===== src/rtl/sevseg_pkg.sv =====
// Shared seven-segment definitions: segment bit indices, FSM state type and the
// hex<->segment pattern table used by both the encoder and the scan decoder.
package sevseg_pkg;

  localparam int SEG_A = 6;
  localparam int SEG_B = 5;
  localparam int SEG_C = 4;
  localparam int SEG_D = 3;
  localparam int SEG_E = 2;
  localparam int SEG_F = 1;
  localparam int SEG_G = 0;

  typedef enum logic {
    HUNT    = 1'b0,
    COLLECT = 1'b1
  } scan_state_t;

  // Segment order {a,b,c,d,e,f,g}, active-high.
  function automatic logic [6:0] hex_to_seg(input logic [3:0] hex);
    case (hex)
      4'h0: hex_to_seg = 7'b1111110;
      4'h1: hex_to_seg = 7'b0110000;
      4'h2: hex_to_seg = 7'b1101101;
      4'h3: hex_to_seg = 7'b1111001;
      4'h4: hex_to_seg = 7'b0110011;
      4'h5: hex_to_seg = 7'b1011011;
      4'h6: hex_to_seg = 7'b1011111;
      4'h7: hex_to_seg = 7'b1110000;
      4'h8: hex_to_seg = 7'b1111111;
      4'h9: hex_to_seg = 7'b1111011;
      4'hA: hex_to_seg = 7'b1110111;
      4'hB: hex_to_seg = 7'b0011111;
      4'hC: hex_to_seg = 7'b1001110;
      4'hD: hex_to_seg = 7'b0111101;
      4'hE: hex_to_seg = 7'b1001111;
      default: hex_to_seg = 7'b1000111;
    endcase
  endfunction

endpackage


===== src/rtl/sevseg_pattern_dec.sv =====
// Purely combinational inverse of the segment table: pattern -> {illegal, nibble}.
// Patterns outside the table decode to nibble 0 with illegal set.
module sevseg_pattern_dec
  import sevseg_pkg::*;
(
  input  logic [6:0] seg,
  output logic       illegal,
  output logic [3:0] nibble
);

  always_comb begin
    illegal = 1'b1;
    nibble  = 4'h0;
    for (int i = 0; i < 16; i++) begin
      if (seg == hex_to_seg(4'(i))) begin
        illegal = 1'b0;
        nibble  = 4'(i);
      end
    end
  end

endmodule


===== src/rtl/sevseg_scan_decoder.sv =====
// Watches a multiplexed seven-segment bus, captures each digit once it has been stable
// STABLE_CYC cycles, and emits a full scan as a hex word on valid/ready (optional SEVSEG_ERR_CNT_EN).
module sevseg_scan_decoder
  import sevseg_pkg::*;
#(
  parameter int NDIG       = 4,
  parameter int STABLE_CYC = 4
) (
  input  logic              clk,
  input  logic              rst_n,
  input  logic [6:0]        seg_in,
  input  logic [NDIG-1:0]   dig_en,
  input  logic              out_ready,
  output logic              out_valid,
  output logic [4*NDIG-1:0] out_value,
  output logic              out_err,
  output logic              overrun
`ifdef SEVSEG_ERR_CNT_EN
  ,output logic [7:0]       err_cnt
`endif
);

  localparam int          IW     = (NDIG > 1) ? $clog2(NDIG) : 1;
  localparam logic [7:0]  STAB   = 8'(STABLE_CYC);
  localparam logic [8:0]  CAP_AT = 9'(STABLE_CYC - 1);

  logic [6:0]        seg_q;
  logic [NDIG-1:0]   dig_q;
  logic [7:0]        stab_cnt;
  logic              cap_done;
  logic              same, onehot, capture;
  logic [8:0]        cnt_inc;
  logic [IW-1:0]     cap_idx;
  logic              dec_ill;
  logic [3:0]        dec_nib;

  scan_state_t       state, state_nxt;
  logic [IW-1:0]     exp_idx, exp_nxt;
  logic [4*NDIG-1:0] frame_buf, buf_nxt;
  logic              frame_err, ferr_nxt;
  logic              frame_done;

  sevseg_pattern_dec u_dec (
    .seg     (seg_in),
    .illegal (dec_ill),
    .nibble  (dec_nib)
  );

  assign same    = ({seg_in, dig_en} == {seg_q, dig_q});
  assign onehot  = $onehot(dig_en);
  assign cnt_inc = {1'b0, stab_cnt} + 9'd1;
  // Fires on the cycle the counter is about to reach STABLE_CYC-1, i.e. the STABLE_CYC-th cycle held.
  assign capture = same && onehot && !cap_done && (cnt_inc >= CAP_AT);

  always_comb begin
    cap_idx = '0;
    for (int k = 0; k < NDIG; k++) begin
      if (dig_en[k]) cap_idx = IW'(k);
    end
  end

  always_ff @(posedge clk or negedge rst_n) begin
    if (!rst_n) begin
      seg_q    <= '0;
      dig_q    <= '0;
      stab_cnt <= '0;
      cap_done <= 1'b0;
    end else begin
      seg_q <= seg_in;
      dig_q <= dig_en;
      if (!same || !onehot) begin
        stab_cnt <= '0;
        cap_done <= 1'b0;
      end else begin
        if (stab_cnt != STAB) stab_cnt <= stab_cnt + 8'd1;
        if (capture) cap_done <= 1'b1;
      end
    end
  end

  always_ff @(posedge clk or negedge rst_n) begin
    if (!rst_n) begin
      state     <= HUNT;
      exp_idx   <= '0;
      frame_buf <= '0;
      frame_err <= 1'b0;
    end else begin
      state     <= state_nxt;
      exp_idx   <= exp_nxt;
      frame_buf <= buf_nxt;
      frame_err <= ferr_nxt;
    end
  end

  always_comb begin
    state_nxt  = state;
    exp_nxt    = exp_idx;
    buf_nxt    = frame_buf;
    ferr_nxt   = frame_err;
    frame_done = 1'b0;
    if (capture) begin
      // Digit 0 always (re)starts a frame, whether hunting or mid-collection.
      if (cap_idx == '0) begin
        buf_nxt[3:0] = dec_nib;
        ferr_nxt     = dec_ill;
        if (NDIG == 1) begin
          frame_done = 1'b1;
          state_nxt  = HUNT;
        end else begin
          exp_nxt   = IW'(1);
          state_nxt = COLLECT;
        end
      end else if (state == COLLECT) begin
        if (cap_idx == exp_idx) begin
          buf_nxt[4*int'(exp_idx) +: 4] = dec_nib;
          ferr_nxt = frame_err | dec_ill;
          if (exp_idx == IW'(NDIG - 1)) begin
            frame_done = 1'b1;
            state_nxt  = HUNT;
          end else begin
            exp_nxt = exp_idx + IW'(1);
          end
        end else begin
          state_nxt = HUNT;
        end
      end
    end
  end

  always_ff @(posedge clk or negedge rst_n) begin
    if (!rst_n) begin
      out_valid <= 1'b0;
      out_value <= '0;
      out_err   <= 1'b0;
      overrun   <= 1'b0;
    end else begin
      overrun <= 1'b0;
      if (frame_done && (!out_valid || out_ready)) begin
        out_valid <= 1'b1;
        out_value <= buf_nxt;
        out_err   <= ferr_nxt;
      end else begin
        if (frame_done) overrun <= 1'b1;
        if (out_ready) out_valid <= 1'b0;
      end
    end
  end

`ifdef SEVSEG_ERR_CNT_EN
  always_ff @(posedge clk or negedge rst_n) begin
    if (!rst_n) begin
      err_cnt <= 8'd0;
    end else if (capture && dec_ill && (err_cnt != 8'hFF)) begin
      err_cnt <= err_cnt + 8'd1;
    end
  end
`endif

endmodule


===== config.mk =====
export PLATFORM = sky130hd
export DESIGN_NAME = sevseg_scan_decoder
export DESIGN_NICKNAME = d
export VERILOG_FILES = /design/src/rtl/sevseg_pkg.sv /design/src/rtl/sevseg_pattern_dec.sv /design/src/rtl/sevseg_scan_decoder.sv
export SDC_FILE = /design/constraint.sdc
export NUM_CORES = 1
export LEC_CHECK = 0
export CAP_MARGIN = 15
export CORE_UTILIZATION = 57
export CTS_CLUSTER_SIZE = 20
export DETAILED_ROUTE_END_ITERATION = 8
export PLACE_DENSITY = 0.8
export SLEW_MARGIN = 20
export SYNTH_ARGS = -nofsm -noshare
export SYNTH_HDL_FRONTEND = slang
export SYNTH_SLANG_ARGS = --single-unit

===== constraint.sdc =====
create_clock -name clk -period 2.9 [get_ports clk]
set_clock_uncertainty 0.2 [all_clocks]
set_input_delay 0.58 -clock clk [delete_from_list [all_inputs] [get_ports clk]]
set_output_delay 0.58 -clock clk [all_outputs]
set_load 0.005 [all_outputs]

== Yosys cells after proc, flatten, opt, wreduce, memory -nomap -nowiden ==
Cells that the tools add are included.

* Logic and storage cells: 127
* Bits of input ports: 14
* Output and inout bits: 19
* Register bits: 59

* Shift operators: 2
* $lt $le $gt $ge: 1
* Reductions and logical operators: 17
* Bitwise logic cells: 1
* Mux-type cells: 65
* $add $sub $neg: 7
* Equal/unequal tests: 22

{| class="wikitable"
|+ Operators by type and width
! operator !! number
|-
| $eq A7 B7 Y1 const B || 12
|-
| $mux W16 || 3
|-
| $mux W1 || 37
|-
| $mux W4 || 9
|-
| $neg A4 Y33 || 1
|-
| $shift A4 B33 Y16 const A || 1
|-
| $shiftx A4 B33 Y16 || 1
|-
| $eq A7 B6 Y1 const B || 3
|-
| $bwmux W16 || 1
|-
| $mux W2 || 8
|-
| $mux W8 || 2
|-
| $mux W12 || 1
|-
| $mux W3 || 4
|-
| $eq A11 B11 Y1 || 1
|-
| $reduce_bool A2 Y1 || 5
|-
| $add A8 B1 Y9 const B || 1
|-
| $ge A9 B2 Y1 const B || 1
|-
| $add A8 B1 Y8 const B || 1
|-
| $ne A8 B3 Y1 const B || 1
|-
| $eq A7 B5 Y1 const B || 1
|-
| $add A1 B1 Y2 || 2
|-
| $logic_and A1 B1 Y1 || 4
|-
| $logic_not A1 Y1 || 4
|-
| $reduce_and A4 Y1 || 1
|-
| 9 further kinds || 10
|}

== Longest topological paths before layout ==
* Word-level depth: 22
* Gate-level depth with buffers: 14
* Mapped depth without buffers: 12

== By module ==
From an unflattened synthesis, not the netlist that was laid out.

* Cell total of the unflattened synthesis: 340
* Area, all modules: 3375.7 um2

{| class="wikitable"
|+ Modules (own cells, without submodules)
! module !! cells each !! area each (um2) !! times used !! seq. area each (um2)
|-
| sevseg_scan_decoder || 291 || 3021.6 || 1 || 1476.4
|-
| sevseg_pattern_dec || 49 || 354.1 || 1 || 0.0
|}

== Worst setup path before layout ==
Ideal clock, no wire load.

* Path kind: input-to-reg
* Start point: input dig_en[0]
* End point: register out_value[0]
* Path buffers: 2
* Arrival time: 3.292 ns
* Required time: 2.575 ns
* Stages: 14
* Slack: -0.717 ns
* Path through: inv_1 -> fa_1 -> inv_1 -> ha_1 -> ha_1 -> nor3b_1 -> nand4_1 -> or3_1 -> buf_2 -> or2_0 -> clkbuf_1 -> o31ai_1 -> o21ai_1 -> mux2_2

{| class="wikitable"
|+ RTL lines
! item !! line !! RTL
|-
| start: declaration || sevseg_scan_decoder.sv:12 || <nowiki>input logic [NDIG-1:0] dig_en,</nowiki>
|-
| $add A1 B1 Y2 (not written as such) || sevseg_scan_decoder.sv:50 || <nowiki>assign onehot = $onehot(dig_en);</nowiki>
|-
| $add A2 B2 Y3 (not written as such) || sevseg_scan_decoder.sv:50 ||
|-
| $eq A3 B1 Y1 || sevseg_scan_decoder.sv:50 ||
|-
| $logic_and A1 B1 Y1 * (3 in a row) || sevseg_scan_decoder.sv:53 || <nowiki>assign capture = same && onehot && !cap_done && (cnt_inc >= CAP_AT);</nowiki>
|-
| $mux W16 * || sevseg_scan_decoder.sv:101 || <nowiki>if (capture) begin</nowiki>
|-
| net buf_nxt[0] || sevseg_scan_decoder.sv:39 || <nowiki>logic [4*NDIG-1:0] frame_buf, buf_nxt;</nowiki>
|-
| end signal: assignment || sevseg_scan_decoder.sv:140 || <nowiki>out_value <= buf_nxt;</nowiki>
|-
| end: declaration || sevseg_scan_decoder.sv:15 || <nowiki>output logic [4*NDIG-1:0] out_value,</nowiki>
|}

Mark *: on every way through the listed nets, which the timed path passes. The rest lies on a longest branch.
A chain may end at the register's enable or synchronous reset.

== Worst setup path in the final report ==
* Start point: input dig_en[3]
* End point: register out_value[0]

{| class="wikitable"
|+ RTL lines
! item !! line
|-
| $add A1 B1 Y2 (not written as such) || sevseg_scan_decoder.sv:50
|-
| $add A2 B2 Y3 (not written as such) || sevseg_scan_decoder.sv:50
|-
| $eq A3 B1 Y1 || sevseg_scan_decoder.sv:50
|-
| $logic_and A1 B1 Y1 (3 in a row) || sevseg_scan_decoder.sv:53
|-
| $mux W16 * || sevseg_scan_decoder.sv:101
|-
| net buf_nxt[0] || sevseg_scan_decoder.sv:39
|}

Marks and branches as above.

==> results by stage <==
Pwr:
- The relative contribution of the clock network to total power is 45.3%.
- The internal power is 1380 uW.
- The overall power consumption is 1810 uW.
- The largest voltage drop on the vdd net is 0.330 mV.
- The net switching power is 427 uW.
- The proportion of power drawn by flip-flops and latches is 46.1%.
- The power per standard cell area is 422 nW/um2.
- Net switching is 23.6% of the power.
- For this design the static power due to leakage is 0.00200 uW.
- The fraction of power consumed by combinational cells is 8.6%.

Worst setup path:
- The slack of the worst reg-to-reg path is 0.11 ns.
- The worst reg2reg path depth is 7.
- The worst register-to-register path ends at out_value[8].
- STA puts the critical path data arrival time at 3.18 ns.
- STA puts the critical path data required time at 2.93 ns.
- The type of element capturing the critical path is a flip-flop.
- STA classifies the critical path startpoint as an input pin.
- The critical path is of the input pin to flip-flop type.
- In this run the critical register-to-register path is launched from stab_cnt[3].
- Of all nets on the critical path, the largest fanout is 5.

Global route:
- The largest net degree at the start of global routing is 23.
- In the global route stage, overall resource usage came out at 26.3%.
- The wire length of the first global-routing pass is 11800 um.
- The overall overflow remaining after global route is 0.
- The number of global-route vias before repair is 2495.
- The number of antenna violations at the first check in global routing is 0.

Clock tree:
- The H-tree generated during clock tree synthesis spans 3 levels.
- TritonCTS created 9 clock buffers.
- The later pin in the worst-skew pair is clocked with a latency of 0.35 ns.
- The buffer type at the clock tree root is clkbuf_8.
- For this design, the sink count on the clock tree is 59.
- Clock-pin slew was measured on the worst setup and hold paths at 0.07 ns.
- TritonCTS built the clock tree.
- No sink is reached through more buffers than the 2 on the longest clock path.

Hold path:
- The number of stages on the worst hold path is 2.
- The hold path startpoint is dig_en[0].
- The sink of the worst hold path is dig_q[0].
- The path type of the worst min-delay path is input pin to flip-flop.

Synth:
- Yosys mapped the design onto 51 distinct sky130hd cell types.
- The post-synthesis cell area is 3200 um2.
- Synthesis produced a netlist with a net count of 318.
- The biggest area consumer among synthesized cells is dfrtp_1.
- The most common flop cell mapped by yosys is dfrtp_1.
- The number of standard cells after synthesis is 293.
- Ranked by total cell area, the synthesized netlist is headed by dfrtp_1 46%, mux2_2 7.4%, ha_1 3.9%.
- The synthesized area per cell is 10.9 um2.
- The top-area cell type share of the netlist area is 46.1%.
- In this run, synthesis inferred 0 flip-flops with an integrated enable.
- In this run, synthesis produced a sequential element count of 59.
- Of all flip-flops after synthesis, the portion carrying an async set or reset was 100%.
- During synthesis, Yosys emitted a total of 0 warnings.
- Of the synthesized area, sequential elements account for 46.1%.

Timing:
- The count of final hold-check violations is 0.
- Hold timing on the final database bottoms out at a slack of 0.264 ns.
- The achievable frequency is 318 MHz.
- In the post-route analysis, the smallest setup slack over all paths is -0.244 ns.
- The number of max-slew violations in the final report is 0.
- Setup repair after global routing could not meet its margin everywhere.
- The total negative slack is -3.95 ns.
- The total of endpoints with negative setup slack in the final report is 31.
- The worst pin sits at a relative slew slack of 55.5%.
- Of the available clock period, the critical path in the final layout requires 108%.
- The post-route minimum period is 3.14 ns.
- The actual slew at the worst max-slew pin is 0.666 ns.

Route:
- The final route contains 2481 vias.
- The number of search-and-repair iterations in the first detailed-routing pass is 4.
- In the final routed layout, each cell accounts on average for 16.2 um.
- The detail route stage leaves a number of antenna-violating nets equal to 0.
- The remaining routing DRC violations is 0.
- After detailed routing, the number of vias per cell comes to 5.63.
- The number of DRC violations after detailed-routing iteration 0 is 139.
- The post-detailed-routing wire length is 7130 um.

Place:
- Routability-driven placement finished with a final weighted congestion of 0.870.
- The post-detailed-placement cell area is 3830 um2.
- The worst slack at placement is -1.18 ns.
- Buffers placed on the I/O ports in this run total 32.
- The wire-length estimate of the detail-placed layout is 4720 um.

Final layout:
- Relative to the synthesized area, the layout overhead comes to 34.1%.
- Counting the fill cells in the layout gives 335.
- Summing all multi-input logic gate instances after layout gives 1730 um2.
- In the final layout, flip-flops and latches occupy 1480 um2.
- Once layout is done, the placed cells without fillers occupy 4290 um2.
- The fraction of layout instances using a drive strength above 1 is 33.4%.
- The net count of the finished layout is 391.
- 0 antenna diodes ended up in the layout.

Floorplanning:
- The region available for standard cell placement spans 5270 um2.
- In this run the horizontal extent of the chip is 77.0 um.
- The initialized floorplan defines 26 standard-cell rows.
- For this configuration, the core starts out at a cell density of 60.8%.
- Pin placement for this block handled 33 I/O pins.
- The floorplan step defined a die boundary enclosing 5920 um2.
- The height of the die is 77.0 um.

Status:
- The checks that failed: negative setup slack.
- The run finished, with violations left.

Run:
- The count of max-cap constraint violations is 0.
==> repair_timing <==
action / 4_1_cts / 5_1_grt
endpoints found under the setup margin: 48 / 43
hold buffers: 1 / 0
resized for setup: 36 / 20
hold endpoints to repair: 20 / 0
pin swaps: 11 / 12
buffers inserted: 3 / 9
==> flip-flops by register name (all words and copies together), names as in the netlist <==
name and count:
cap_done 1, state 1, out_valid 1, frame_err 1, stab_cnt 8, out_value 16
out_err 1, frame_buf 16, exp_idx 2, dig_q 4, overrun 1, seg_q 7
==> power by group through the flow <==
stage                     logic (uW)  clock network (uW)  registers [uW]
after floorplan                 72.7                   0             850
after global placement           139                   0             850
after detailed placement         145                   0             850
after CTS                        149                 831             835
after global routing             171                 878             835
final                            156                 820             835
==> metal layers <==
metal | vias up | part of all wire, % | GRT usage, %
met3 | 10 | 4.2 | 5.24
met2 | 75 | 50 | 41.5
met4 | 0 | 1.5 | 15.4
met5 | - | 0 | 0
met1 | 1214 | 44 | 33.5
li1 | 1182 | - | -
==> synth_stat cells (all sizes together), types with 3 or more instances <==
| master | n |
|---|---|
| mux2 | 29 |
| buf | 10 |
| or2 | 4 |
| ha | 10 |
| nand2 | 16 |
| nand4 | 12 |
| xnor2 | 12 |
| nor2 | 30 |
| or3 | 4 |
| o21ai | 14 |
| nor3 | 3 |
| a21oi | 12 |
| o31ai | 6 |
| inv | 11 |
| nor4 | 3 |
| o22ai | 3 |
| xor2 | 7 |
| nand3 | 10 |
| nand2b | 3 |
| dfrtp | 59 |
| clkbuf | 5 |
| nand3b | 3 |
==> worst max-delay path, stage by stage <==
cell and delay [ns]:
buf_8 0.08, inv_4 0.03, fa_1 0.52, inv_1 0.04, ha_2 0.17, ha_4 0.22
nor3b_4 0.18, nand4_1 0.11, or3_4 0.35, or2_4 0.30, o31ai_2 0.20, o21ai_1 0.12
mux2_4 0.27
==> placed cells by master, fill, tap and decap left out, types with 9 or more instances in the layout <==
cell type,Yosys,layout
a21oi_1,12,11
dfrtp_1,59,59
buf_4,4,33
clkbuf_8,0,9
mux2_4,8,14
xnor2_1,9,9
nand3_1,10,10
mux2_2,21,15
nor2_1,30,28
nand2_1,16,15
buf_6,2,9
clkdlybuf4s50_1,0,28
==> area by class of cell <==
type                       instances  area share [%]
multi-input combinational        208            40.2
inverter                          11            1.19
sequential                        59            34.4
timing repair buffer              77            17.1
tap                               70            2.04
clock buffer                       9            2.89
clock inverter                     7            2.16
==> stage by stage <==
| step | cells | utilization (%) |
|---|---|---|
| 2_1_floorplan | 293 | - |
| 3_3_place_gp | 414 | 72.6 |
| 5_1_grt | 441 | 81.5 |
| 3_5_place_dp | 414 | 72.6 |
| 6_report | 441 | 81.5 |
| 4_1_cts | 434 | 78.5 |
==> worst max-delay path by stage <==
stage	startpoint	to	slack [ns]	depth (start not counted)
after floorplan	dig_en[0]	out_value[0]	-0.55	14
after global placement	dig_en[0]	out_value[3]	-1.11	13
after detailed placement	dig_en[0]	out_value[0]	-1.18	13
after CTS	dig_en[3]	out_value[11]	-0.27	13
after global routing	dig_en[3]	out_value[0]	-0.32	13
final	dig_en[3]	out_value[0]	-0.24	13
==> cell families (layout without fill, tap and decap cells) <==
logic type / count (synthesis) / count (layout) / share of synthesized area (%)
AO/OA/AOI/OAI: 44 / 44 / 8.28
XOR/XNOR: 19 / 19 / 5.90
adder cells (fa/ha/maj): 11 / 11 / 4.53
buffers and inverters: 26 / 104 / 4.14
flip-flops: 59 / 59 / 46.1
multiplexers: 30 / 30 / 11.5
AND/OR/NAND/NOR: 104 / 104 / 19.6
Note: power is estimated with default switching activity, not from simulation.
